File: src/rtl/iterative_alu.sv
// -----------------------------------------------------------------------------
// iterative_alu
//
// Multi-cycle ALU. Logic operations and ADD finish one cycle after start.
// Logical shifts move B by one bit position per cycle, so a shift by k takes
// k+1 cycles from the accepting edge to the done pulse.
//
// Optional feature: define ITERATIVE_ALU_OVERFLOW_EN to add the Overflow
// output, which reports signed overflow of ADD. Without the macro the port
// does not exist and all other behaviour is identical.
//
// Ports
//   clk          in   rising-edge clock
//   reset        in   asynchronous, active-high reset
//   start        in   request one operation (honoured in IDLE and DONE only)
//   ALUOperation in   4-bit operation code
//   A, B         in   operands (B is the shifted operand)
//   shamt        in   shift amount, 0..31
//   busy         out  high while a shift is in progress
//   done         out  one-cycle pulse, ALUResult valid
//   ALUResult    out  registered result, held until the next completion
//   Zero         out  registered, high when ALUResult == 0
//   Overflow     out  (ITERATIVE_ALU_OVERFLOW_EN only) signed ADD overflow
//   state_o      out  current FSM state, for debug and checkers
//
// Handshake: start is sampled on every rising edge, but an operation is
// accepted only when the FSM is in IDLE or DONE; starts seen in SHIFT are
// dropped. Each accepted operation produces exactly one done pulse unless
// reset intervenes. A start in DONE is accepted in that same cycle, so
// back-to-back operations lose no cycle.
// -----------------------------------------------------------------------------
module iterative_alu #(
  parameter int NBits = 32
) (
  input  logic             clk,
  input  logic             reset,
  input  logic             start,
  input  logic [3:0]       ALUOperation,
  input  logic [NBits-1:0] A,
  input  logic [NBits-1:0] B,
  input  logic [4:0]       shamt,
  output logic             busy,
  output logic             done,
  output logic [NBits-1:0] ALUResult,
  output logic             Zero,
`ifdef ITERATIVE_ALU_OVERFLOW_EN
  output logic             Overflow,
`endif
  output logic [1:0]       state_o
);

  typedef enum logic [1:0] {
    IDLE  = 2'd0,
    SHIFT = 2'd1,
    DONE  = 2'd2
  } state_t;

  localparam logic [3:0] OP_AND = 4'b0000;
  localparam logic [3:0] OP_OR  = 4'b0001;
  localparam logic [3:0] OP_NOR = 4'b0010;
  localparam logic [3:0] OP_ADD = 4'b0011;
  localparam logic [3:0] OP_SLL = 4'b0101;
  localparam logic [3:0] OP_SRL = 4'b0110;

  state_t           state_q, state_d;
  logic [NBits-1:0] sh_q, sh_d;        // operand being shifted
  logic [4:0]       cnt_q, cnt_d;      // shifts still to perform
  logic             left_q, left_d;    // 1 = SLL, 0 = SRL
  logic [NBits-1:0] result_q, result_d;
  logic             zero_q, zero_d;
`ifdef ITERATIVE_ALU_OVERFLOW_EN
  logic             ovf_q, ovf_d;
`endif

  logic             accept;
  logic [NBits-1:0] sum;
  logic [NBits-1:0] imm_res;           // single-cycle result of the new op
  logic             add_ovf;
  logic [NBits-1:0] shifted;           // sh_q moved by one position

  assign sum     = A + B;
  assign add_ovf = (A[NBits-1] == B[NBits-1]) && (sum[NBits-1] != A[NBits-1]);
  assign shifted = left_q ? (sh_q << 1) : (sh_q >> 1);
  assign accept  = start && ((state_q == IDLE) || (state_q == DONE));

  // State register
  always_ff @(posedge clk or posedge reset) begin
    if (reset) begin
      state_q  <= IDLE;
      sh_q     <= '0;
      cnt_q    <= '0;
      left_q   <= 1'b0;
      result_q <= '0;
      zero_q   <= 1'b1;
`ifdef ITERATIVE_ALU_OVERFLOW_EN
      ovf_q    <= 1'b0;
`endif
    end else begin
      state_q  <= state_d;
      sh_q     <= sh_d;
      cnt_q    <= cnt_d;
      left_q   <= left_d;
      result_q <= result_d;
      zero_q   <= zero_d;
`ifdef ITERATIVE_ALU_OVERFLOW_EN
      ovf_q    <= ovf_d;
`endif
    end
  end

  // Next-state and datapath update
  always_comb begin
    state_d  = state_q;
    sh_d     = sh_q;
    cnt_d    = cnt_q;
    left_d   = left_q;
    result_d = result_q;
    zero_d   = zero_q;
`ifdef ITERATIVE_ALU_OVERFLOW_EN
    ovf_d    = ovf_q;
`endif

    // Result of the incoming op when it completes in one cycle. A shift
    // only lands here when shamt is 0, in which case the result is B.
    case (ALUOperation)
      OP_AND:  imm_res = A & B;
      OP_OR:   imm_res = A | B;
      OP_NOR:  imm_res = ~(A | B);
      OP_ADD:  imm_res = sum;
      OP_SLL,
      OP_SRL:  imm_res = B;
      default: imm_res = '0;
    endcase

    case (state_q)
      IDLE, DONE: begin
        if (accept) begin
          if (((ALUOperation == OP_SLL) || (ALUOperation == OP_SRL)) &&
              (shamt != 5'd0)) begin
            state_d = SHIFT;
            sh_d    = B;
            cnt_d   = shamt;
            left_d  = (ALUOperation == OP_SLL);
          end else begin
            state_d  = DONE;
            result_d = imm_res;
            zero_d   = (imm_res == '0);
`ifdef ITERATIVE_ALU_OVERFLOW_EN
            ovf_d    = (ALUOperation == OP_ADD) && add_ovf;
`endif
          end
        end else if (state_q == DONE) begin
          state_d = IDLE;
        end
      end
      SHIFT: begin
        sh_d  = shifted;
        cnt_d = cnt_q - 5'd1;
        // Last shift: publish the result as the FSM enters DONE.
        if (cnt_q == 5'd1) begin
          state_d  = DONE;
          result_d = shifted;
          zero_d   = (shifted == '0);
`ifdef ITERATIVE_ALU_OVERFLOW_EN
          ovf_d    = 1'b0;
`endif
        end
      end
      default: state_d = IDLE;
    endcase
  end

  // Outputs
  always_comb begin
    busy = (state_q == SHIFT);
    done = (state_q == DONE);
  end

  assign ALUResult = result_q;
  assign Zero      = zero_q;
  assign state_o   = state_q;
`ifdef ITERATIVE_ALU_OVERFLOW_EN
  assign Overflow  = ovf_q;
`endif

endmodule

File: config.mk
export PLATFORM = sky130hd
export DESIGN_NAME = iterative_alu
export DESIGN_NICKNAME = d
export VERILOG_FILES = /design/src/rtl/iterative_alu.sv
export SDC_FILE = /design/constraint.sdc
export NUM_CORES = 1
export LEC_CHECK = 0
export BUFFER_PORTS_ARGS = -buffer_cell sky130_fd_sc_hd__buf_2
export CAP_MARGIN = 20
export CORE_MARGIN = 4
export CORE_UTILIZATION = 50
export DETAILED_ROUTE_END_ITERATION = 16
export HOLD_SLACK_MARGIN = 0.02
export PLACE_DENSITY = 0.72
export SETUP_SLACK_MARGIN = 0.15
export SYNTH_ARGS = -nofsm -noshare
export SYNTH_HDL_FRONTEND = slang
export SYNTH_SLANG_ARGS = --single-unit
File: constraint.sdc
create_clock -name clk -period 3.7 [get_ports clk]
set_input_delay 0.185 -clock clk [delete_from_list [all_inputs] [get_ports clk]]
set_output_delay 0.185 -clock clk [all_outputs]
set_load 0.02 [all_outputs]
==> results of run 1 <==
[how the worst max path moves through the flow]
stage,start,to,slack [ns],cells after the start
2_1_floorplan,A[0],Zero$_DFFE_PP1P_,0.60,13
3_3_place_gp,B[0],Zero$_DFFE_PP1P_,0.1,14
3_5_place_dp,B[0],Zero$_DFFE_PP1P_,0.02,14
4_1_cts,B[0],Zero$_DFFE_PP1P_,0.36,14
5_1_grt,B[0],Zero$_DFFE_PP1P_,0.16,14
6_report,B[0],Zero$_DFFE_PP1P_,0.39,14
[report_power, final]
part / switching, mW / internal (mW)
clock: 0.330 / 0.518
combinational: 1.13 / 0.669
sequential: 0.240 / 1.10
total: 1.70 / 2.29
[metal layers]
metal / part of all wire [%] / up-vias / GRT usage (%) / routed length, um
met1: 44 / 3691 / 42.9 / 11100
li1: - / 3606 / - / -
met4: 1.9 / 0 / 6.97 / 464
met3: 9.8 / 30 / 4.71 / 2440
met5: 0 / - / 0 / 0
met2: 44 / 426 / 44.5 / 11000
[flip-flops by register name (all words and copies together) (netlist names)]
register   count
state_o        2
cnt_q          5
ALUResult     32
Zero           1
sh_q          32
left_q         1
[metrics by stage]
step                      power, mW  hold slack [ns]  worst slack, ns  std cells  area, sq um
after global placement         3.07            0.383           0.0966       1205         8120
after CTS                      3.97           0.0247            0.364       1221         8410
after global routing           4.23           0.0559            0.157       1221         8420
after floorplan                2.53            0.316            0.603        945         7430
after detailed placement       3.11            0.378           0.0170       1205         8120
final                          3.99          0.00336            0.393       1221         8420
[cells in the final DEF (no fill, tap or decap), types with 45 or more instances in the layout]
cell type	n
nand2_1	122
buf_2	112
a21oi_1	87
inv_1	77
dfrtp_1	72
ha_1	66
nor2_1	63
o221ai_1	47
o21ai_0	45
[what timing repair did]
item	CTS	global route
endpoints found under the setup margin	0	1
hold buffers	0	0
gates resized for setup	0	1
[cells in the mapped netlist (5+ instances only)]
master / n / share of area [%]
nand2b_1: 6 / 0.51
nor3_1: 9 / 0.61
nor2b_1: 8 / 0.67
o21a_1: 6 / 0.61
a21o_1: 9 / 0.91
a211oi_1: 10 / 1.0
nand2_1: 122 / 6.2
clkbuf_8: 5 / 0.93
dfrtp_1: 72 / 24
xnor2_1: 15 / 1.8
a21oi_1: 87 / 5.9
mux2_2: 7 / 1.1
a31oi_1: 9 / 0.76
nand3_1: 24 / 1.6
mux2i_1: 33 / 4.4
xor2_1: 8 / 0.94
o221a_2: 7 / 1.1
o221ai_1: 47 / 5.5
o21ai_0: 45 / 3.0
o211ai_1: 13 / 1.3
inv_1: 78 / 3.9
ha_1: 66 / 11
nand4_1: 21 / 1.8
o31ai_1: 5 / 0.51
clkbuf_1: 51 / 2.6
a21oi_2: 7 / 0.82
a221oi_1: 8 / 0.94
nor2_1: 64 / 3.2
[logic make-up after synthesis]
logic type                 after synthesis
AOI/OAI and AO/OA                      301
and+or+nand+nor                        292
buffers and inverters                  149
DFF                                     73
adders and majority gates               67
muxes                                   40
xor gates and xnor gates                23
[cell type report]
type                            count  area [sq um]  share of cell area (%)
Clock buffer                       10           229                    2.72
Tap cell                          184           230                    2.74
Sequential cell                    73          1830                    21.7
Timing Repair Buffer              145           808                    9.60
Inverter                           80           300                    3.57
Clock inverter                      6          58.8                   0.699
Multi-Input combinational cell    723          4960                    59.0
==> results by group, run 1 <==
Synth
  • Post-Syn Nets: 1088
  • Compound-Gate Fraction of Synth Area: 28.8%
  • Synth cell types: 82
  • Synth async-reset ratio: 100%
  • Post-Syn Area: 7430 sq um
  • Number of synthesized flops with an enable pin: 0
  • Post-synthesis mux area share: 5.51%
  • Synth Area in Adders: 11.4%
  • Mean Syn Cell Area: 7.86 sq um
  • Post-synth top flop: dfrtp_1
  • Post-synthesis register bit count: 73
  • Yosys Warn Count: 0
  • Sequential area share after synthesis: 24.6%
  • Synth Area in Simple Gates: 18.2%
  • XOR/XNOR Fraction of Synth Area: 2.71%
  • Gate Count Post-Synth: 945
  • Largest family of logic cells by synthesized area: compound AO/OA/AOI/OAI gates

Setup path
  • Worst-path cell with the longest stage delay: or4_1
  • Crit path required time: 3.95 ns
  • Crit path max fanout: 4
  • Worst setup EP type: flop
  • Worst path buffer plus inverter count: 2
  • Crit-path max cell delay: 0.53 ns
  • R2r worst-path depth: 12
  • Type of origin of the critical path: primary input
  • Dominant delay contributor by cell family on the critical path: simple AND/OR/NAND/NOR gates
  • R2R Path Start: cnt_q[1]$_DFFE_PP0P_
  • R2r endpoint: Zero$_DFFE_PP1P_
  • CP most frequent cell: nand4_1
  • Reg2Reg Setup Slack: 0.76 ns
  • Arr. time, crit path: 3.56 ns
  • Setup Crit Path Kind: primary input to flop
  • CP cell instances: buf_2 > ha_1 > inv_1 > fa_1 > nand2b_1 > a21oi_1 > xor2_1 > a221o_1 > a2111oi_0 > nand4_1 > nor4_2 > nand4_1 > or4_1 > o31ai_1

Global route
  • Overall Global Routing Usage: 29.0%
  • Grt total ovfl: 0
  • First-pass GRT wire length: 38300 um
  • Vias in the first global route: 6921
  • Initial antenna violation count: 0
  • Largest net degree at the start of global routing: 54

Route
  • DRC violations left: 0
  • Vias/cell: 6.35
  • Drt total wl: 25000 um
  • Via Count: 7753
  • ANT nets after route: 0
  • DRT Pass-1 Iters: 5
  • WL/cell: 20.5 um
  • Initial drt markers: 882

Cells and area
  • Final core occ: 57.9%
  • Fraction of layout cells with a size suffix above 1: 20.3%
  • Fill cell count: 1409
  • Synth-to-Final Area Change: 13.2%
  • # diodes: 0
  • Final #Nets: 1175

Die
  • Initial Util: 51.1%
  • Die W: 130 um
  • I/O pin cnt: 113
  • Core footprint: 14500 sq um
  • Die ar.: 16900 sq um
  • Die Ht: 130 um
  • Core Rows: 44

Run status
  • Status: finished clean

Min path
  • HP Class: primary input to async pin

Timing
  • Fmax: 302 MHz
  • Worst slew margin: 46.9%
  • Final setup violating endpoints: 0
  • RSZ-0062 raised after global routing: false
  • Final worst-path cycle share: 89.4%
  • Period minus WS final: 3.31 ns
  • Hold Fails Final Rpt: 0
  • Tightest Pin Transition: 0.796 ns
  • Setup TNS: 0 ns
  • Max-slew violations: 0
  • Skew final: 0.00481 ns

Placed design
  • DP HPWL: 19100 um
  • PortBufs: 112
  • GP Congestion: 0.949

Clocking
  • Max clock buf depth: 2
  • Htree depth: 3
  • Clock-pin slew on the worst setup and hold paths: 0.06 ns
  • Post-CTS setup buffers: 0
  • CTS root buf: clkbuf_16
  • CTS tree: yes
  • Clock sinks: 73
  • Skew-Pair Late Insertion Delay: 0.33 ns
  • CTS Buf Count: 9

Pwr
  • Power per standard cell area: 474 nW/um^2
  • Pleak: 3.93 nW
  • Peak supply drop: 0.290 mV

Run
  • Max Cap Violations: 0
Power figures use the tool's default switching activity.
==> inputs of run 2 (changes only) <==
--- a/config.mk
+++ b/config.mk
@@ -6,7 +6,7 @@
 export NUM_CORES = 1
 export LEC_CHECK = 0
 export BUFFER_PORTS_ARGS = -buffer_cell sky130_fd_sc_hd__buf_2
-export CAP_MARGIN = 20
+export CORE_ASPECT_RATIO = 1.2
 export CORE_MARGIN = 4
 export CORE_UTILIZATION = 50
 export DETAILED_ROUTE_END_ITERATION = 16
==> results by group, run 2 (synthesized netlist as in run 1, its figures left out) <==
Run status
  • Status: finished clean

Route
  • Drt total wl: 24500 um
  • Vias/cell: 6.25
  • Via Count: 7729
  • ANT nets after route: 0
  • DRC violations left: 0
  • DRT Pass-1 Iters: 6
  • Initial drt markers: 883
  • WL/cell: 19.8 um

Timing
  • Worst slew margin: 60.4%
  • Final setup violating endpoints: 0
  • RSZ-0062 raised after global routing: false
  • Setup TNS: 0 ns
  • Max-slew violations: 0
  • Final worst-path cycle share: 92.1%
  • Tightest Pin Transition: 0.588 ns
  • Fmax: 294 MHz
  • Skew final: 0.00775 ns
  • Period minus WS final: 3.41 ns
  • Hold_ws: 0.0947 ns
  • Hold Fails Final Rpt: 0

Cells and area
  • # diodes: 0
  • Final #Nets: 1174
  • Final core occ: 58.8%
  • Final Cell Area: 8520 sq um
  • Fraction of layout cells with a size suffix above 1: 20.1%
  • Most common cell after layout, fill and taps aside: nand2_1
  • Fin cells: 1236
  • Synth-to-Final Area Change: 14.6%
  • Most frequent cells in the layout: nand2_1 (122), buf_2 (112), a21oi_1 (87), inv_1 (77), dfrtp_1 (72)

Placed design
  • DP HPWL: 18900 um
  • DP Area: 8130 sq um
  • GP Congestion: 0.959
  • Cell total after placement: 1219
  • PortBufs: 112

Clocking
  • Post-CTS Hold Buffers: 1
  • CTS root buf: clkbuf_16
  • Clock-pin slew on the worst setup and hold paths: 0.06 ns
  • Post_cts resized: 0
  • Skew-Pair Late Insertion Delay: 0.33 ns
  • CTS tree: yes
  • Max clock buf depth: 2
  • Clock sinks: 73
  • Post-CTS setup buffers: 0
  • Htree depth: 3
  • CTS Buf Count: 9

Setup path
  • R2r worst-path depth: 12
  • Crit path required time: 3.94 ns
  • Arr. time, crit path: 3.65 ns
  • Setup Crit Path Kind: primary input to flop
  • Crit path max fanout: 4
  • Reg2Reg Setup Slack: 0.65 ns
  • Worst setup EP type: flop
  • Type of origin of the critical path: primary input

Global route
  • Grt peak-use layer: met2
  • Met2 Use GR: 44.8%
  • Grt total ovfl: 0
  • First-pass GRT wire length: 38900 um
  • Met3 Usage GRT: 3.43%
  • Initial antenna violation count: 0
  • Met1 usage in global routing: 40.4%
  • Overall Global Routing Usage: 28.6%
  • Vias in the first global route: 7324
  • Largest net degree at the start of global routing: 53

Pwr
  • Pleak: 3.97 nW
  • Peak supply drop: 0.191 mV
  • Power per standard cell area: 496 nW/um^2

Die
  • Die Ht: 142 um
  • Core footprint: 14500 sq um
  • Core Rows: 48
  • Die ar.: 16900 sq um
  • I/O pin cnt: 113
  • Initial Util: 51.3%
  • Die W: 119 um

Min path
  • Hold depth: 3
  • HP Class: primary input to flop

Run
  • Max Cap Violations: 0
==> run 2: changes by cell type in the layout (fill, tap and decap cells not counted) <==
| cell | before | now |
|---|---|---|
| buf_4 | 33 | 31 |
| bufinv_16 | 1 | 4 |
| clkbuf_1 | 1 | 0 |
| clkbuf_8 | 0 | 2 |
| clkinv_2 | 4 | 1 |
| clkinv_4 | 1 | 0 |
| dlygate4sd3_1 | 0 | 1 |
| nor4_1 | 2 | 3 |
| nor4_2 | 1 | 0 |
==> run 2: area by class of cell <==
type / count / area, sq um
multi-input combinational: 723 / 4960
fill: 1336 / 5960
timing repair buffer: 144 / 803
sequential: 73 / 1830
inverter: 80 / 300
clock buffer: 11 / 253
clock inverter: 5 / 125
tap: 200 / 250
==> run 2: worst paths after layout <==
| kind | from | to |
|---|---|---|
| max | B[0] | Zero$_DFFE_PP1P_ |
| min | shamt[4] | cnt_q[4]$_DFFE_PP0P_ |
| max reg2reg | cnt_q[1]$_DFFE_PP0P_ | Zero$_DFFE_PP1P_ |
| min reg2reg | ALUResult[5]$_DFFE_PP0P_ | ALUResult[5]$_DFFE_PP0P_ |
| max in group asynchronous | reset | Zero$_DFFE_PP1P_ |
| min in group asynchronous | reset | ALUResult[2]$_DFFE_PP0P_ |
==> run 2: worst max-delay path, stage by stage <==
cell and delay (ns):
buf_2 0.12, ha_1 0.22, inv_1 0.07, fa_1 0.37
nand2b_1 0.21, a21oi_1 0.19, xor2_1 0.08, a221o_1 0.37
a2111oi_0 0.38, nand4_1 0.13, nor4_1 0.41, nand4_1 0.15
or4_1 0.54, o31ai_1 0.23
==> run 2: power breakdown <==
part	leakage, nW	switching [mW]	total (mW)	internal, mW
Combinational	2.88	1.14	1.81	0.669
Sequential	0.903	0.236	1.34	1.10
Clock	0.186	0.315	1.08	0.762
Total	3.97	1.69	4.22	2.53
==> run 2: per-layer routing <==
| metal | vias up | wire, um |
|---|---|---|
| met3 | 61 | 2330 |
| met1 | 3641 | 10300 |
| met2 | 425 | 11100 |
| li1 | 3602 | - |
| met5 | - | 0 |
| met4 | 0 | 837 |
==> run 2: through the flow <==
step	worst slack (ns)	total power, mW
detailed placement	0.0339	3.10
global placement	0.107	3.07
floorplan	0.603	2.53
global route	0.151	4.46
finish	0.293	4.22
CTS	0.378	4.20
==> inputs of run 3 (changes only) <==
--- a/config.mk
+++ b/config.mk
@@ -11,7 +11,7 @@
 export CORE_UTILIZATION = 50
 export DETAILED_ROUTE_END_ITERATION = 16
 export HOLD_SLACK_MARGIN = 0.02
-export PLACE_DENSITY = 0.72
+export PLACE_DENSITY = 0.79
 export SETUP_SLACK_MARGIN = 0.15
 export SYNTH_ARGS = -nofsm -noshare
 export SYNTH_HDL_FRONTEND = slang
==> results by group, run 3 (synthesized netlist as in run 1, its figures left out) <==
Clocking
  • Post-CTS Hold Buffers: 0
  • Skew-Pair Late Insertion Delay: 0.33 ns
  • Htree depth: 3
  • Post-CTS setup buffers: 0
  • Max clock buf depth: 2
  • Post_cts resized: 0
  • Clock sinks: 73
  • CTS root buf: clkbuf_16
  • CTS tree: yes
  • CTS Buf Count: 9
  • Clock-pin slew on the worst setup and hold paths: 0.06 ns

Timing
  • Max-slew violations: 0
  • Final setup violating endpoints: 0
  • Worst slew margin: 37.8%
  • RSZ-0062 raised after global routing: false
  • Hold_ws: 0.0631 ns
  • Tightest Pin Transition: 0.932 ns
  • Hold Fails Final Rpt: 0
  • Skew final: 0.00392 ns
  • Fmax: 300 MHz
  • Period minus WS final: 3.33 ns
  • Final worst-path cycle share: 90.1%
  • Setup TNS: 0 ns

Route
  • DRT Pass-1 Iters: 7
  • Initial drt markers: 770
  • Drt total wl: 24400 um
  • Vias/cell: 6.29
  • WL/cell: 19.8 um
  • Via Count: 7748
  • DRC violations left: 0
  • ANT nets after route: 0

Run
  • Max Cap Violations: 0

Pwr
  • Flop pwr share: 33.5%
  • Power per standard cell area: 475 nW/um^2
  • Pleak: 3.91 nW
  • Clock share of power: 21.3%
  • Net Sw Frac: 42.3%
  • Switching power: 1.69 mW
  • Cell-internal power: 2.30 mW
  • Combinational power share: 45.2%
  • Peak supply drop: 0.205 mV

Setup path
  • Setup Crit Path Kind: primary input to flop
  • Arr. time, crit path: 3.57 ns
  • R2R Path Start: cnt_q[1]$_DFFE_PP0P_
  • Crit path required time: 3.94 ns
  • Dominant delay contributor by cell family on the critical path: simple AND/OR/NAND/NOR gates
  • CP startpoint: B[0]
  • Worst setup EP type: flop
  • Crit-path max cell delay: 0.54 ns
  • CP most frequent cell: nand4_1
  • Crit path max fanout: 4
  • Worst path buffer plus inverter count: 3
  • CP cell instances: buf_2 > ha_1 > inv_1 > fa_1 > nand2b_1 > a21oi_1 > xor2_1 > a221o_1 > a2111oi_1 > nand4_1 > nor4_1 > buf_4 > nand4_1 > or4_1 > o31ai_1
  • Type of origin of the critical path: primary input
  • Worst-path cell with the longest stage delay: or4_1

Placed design
  • GP Congestion: 0.980
  • DP Area: 8110 sq um
  • DP HPWL: 18700 um
  • PortBufs: 112
  • Cell total after placement: 1216

Die
  • Core Rows: 48
  • I/O pin cnt: 113
  • Die W: 119 um
  • Die Ht: 142 um
  • Die ar.: 16900 sq um
  • Initial Util: 51.3%
  • Core footprint: 14500 sq um

Cells and area
  • Fraction of layout cells with a size suffix above 1: 19.6%
  • Final core occ: 58.1%
  • Final Cell Area: 8410 sq um
  • Fin cells: 1232
  • Synth-to-Final Area Change: 13.1%
  • # diodes: 0
  • Most common cell after layout, fill and taps aside: nand2_1
  • Most frequent cells in the layout: nand2_1 (122), buf_2 (112), a21oi_1 (87), inv_1 (77), dfrtp_1 (72)
  • Final #Nets: 1170

Global route
  • Initial antenna violation count: 0
  • Overall Global Routing Usage: 28.4%
  • Largest net degree at the start of global routing: 50
  • Vias in the first global route: 7395
  • Grt total ovfl: 0
  • First-pass GRT wire length: 38900 um

Run status
  • Status: finished clean

Min path
  • HP Class: primary input to async pin
run 3: changes by cell type in the layout (fill, tap and decap cells not counted):
cell	before	now
a2111oi_4	0	1
a2111oi_1	1	2
buf_4	31	28
clkbuf_8	2	1
clkinv_2	1	2
a2111oi_2	2	1
clkbuf_1	0	3
a2111oi_0	2	1
bufinv_16	4	1
dlygate4sd3_1	1	0
run 3: power by group through the flow:
stage / sequential, mW / clock (mW) / combinational (mW)
final: 1.34 / 0.851 / 1.80
after global routing: 1.37 / 0.900 / 1.96
after CTS: 1.33 / 0.858 / 1.77
after detailed placement: 1.34 / 0 / 1.76
after global placement: 1.33 / 0 / 1.73
after floorplan: 1.41 / 0 / 1.11
run 3: metrics by stage:
stage               power (mW)  worst slack (ns)
global placement          3.06             0.137
floorplan                 2.53             0.603
global route              4.24             0.168
CTS                       3.96             0.384
detailed placement        3.09            0.0716
finish                    3.99             0.366
run 3: layout make-up:
class | count | area (sq um)
fill | 1350 | 6060
multi-input combinational | 723 | 4970
sequential | 73 | 1830
timing repair buffer | 140 | 771
inverter | 80 | 300
clock buffer | 13 | 250
tap | 200 | 250
clock inverter | 3 | 40.0
run 3: metal layers:
layer  global-route usage, %  wire length [um]  up-vias
met5                       0                 0        -
met4                    10.9               841        0
met3                    3.79              2120       62
met2                    45.4             11100      408
met1                    39.3             10400     3682
li1                        -                 -     3596
run 3: worst register-to-register path, delay by kind of cell, from the launching register on:
kind / cells / cell delay [ns]
adders and majority gates: 1 / 0.14
buffers and inverters: 3 / 0.36
and+or+nand+nor: 7 / 1.65
AOI/OAI and AO/OA: 2 / 0.45
DFF: 1 / 0.37
run 3: worst paths after layout:
path,endpoint,slack (ns),cells past startpoint
worst max-delay path,Zero$_DFFE_PP1P_,0.37,15
worst min-delay path,ALUResult[26]$_DFFE_PP0P_,0.06,2
worst max register to register,Zero$_DFFE_PP1P_,0.64,13
worst min register to register,ALUResult[0]$_DFFE_PP0P_,0.48,1
max in group asynchronous,Zero$_DFFE_PP1P_,2.84,3
min in group clk,cnt_q[4]$_DFFE_PP0P_,0.08,3
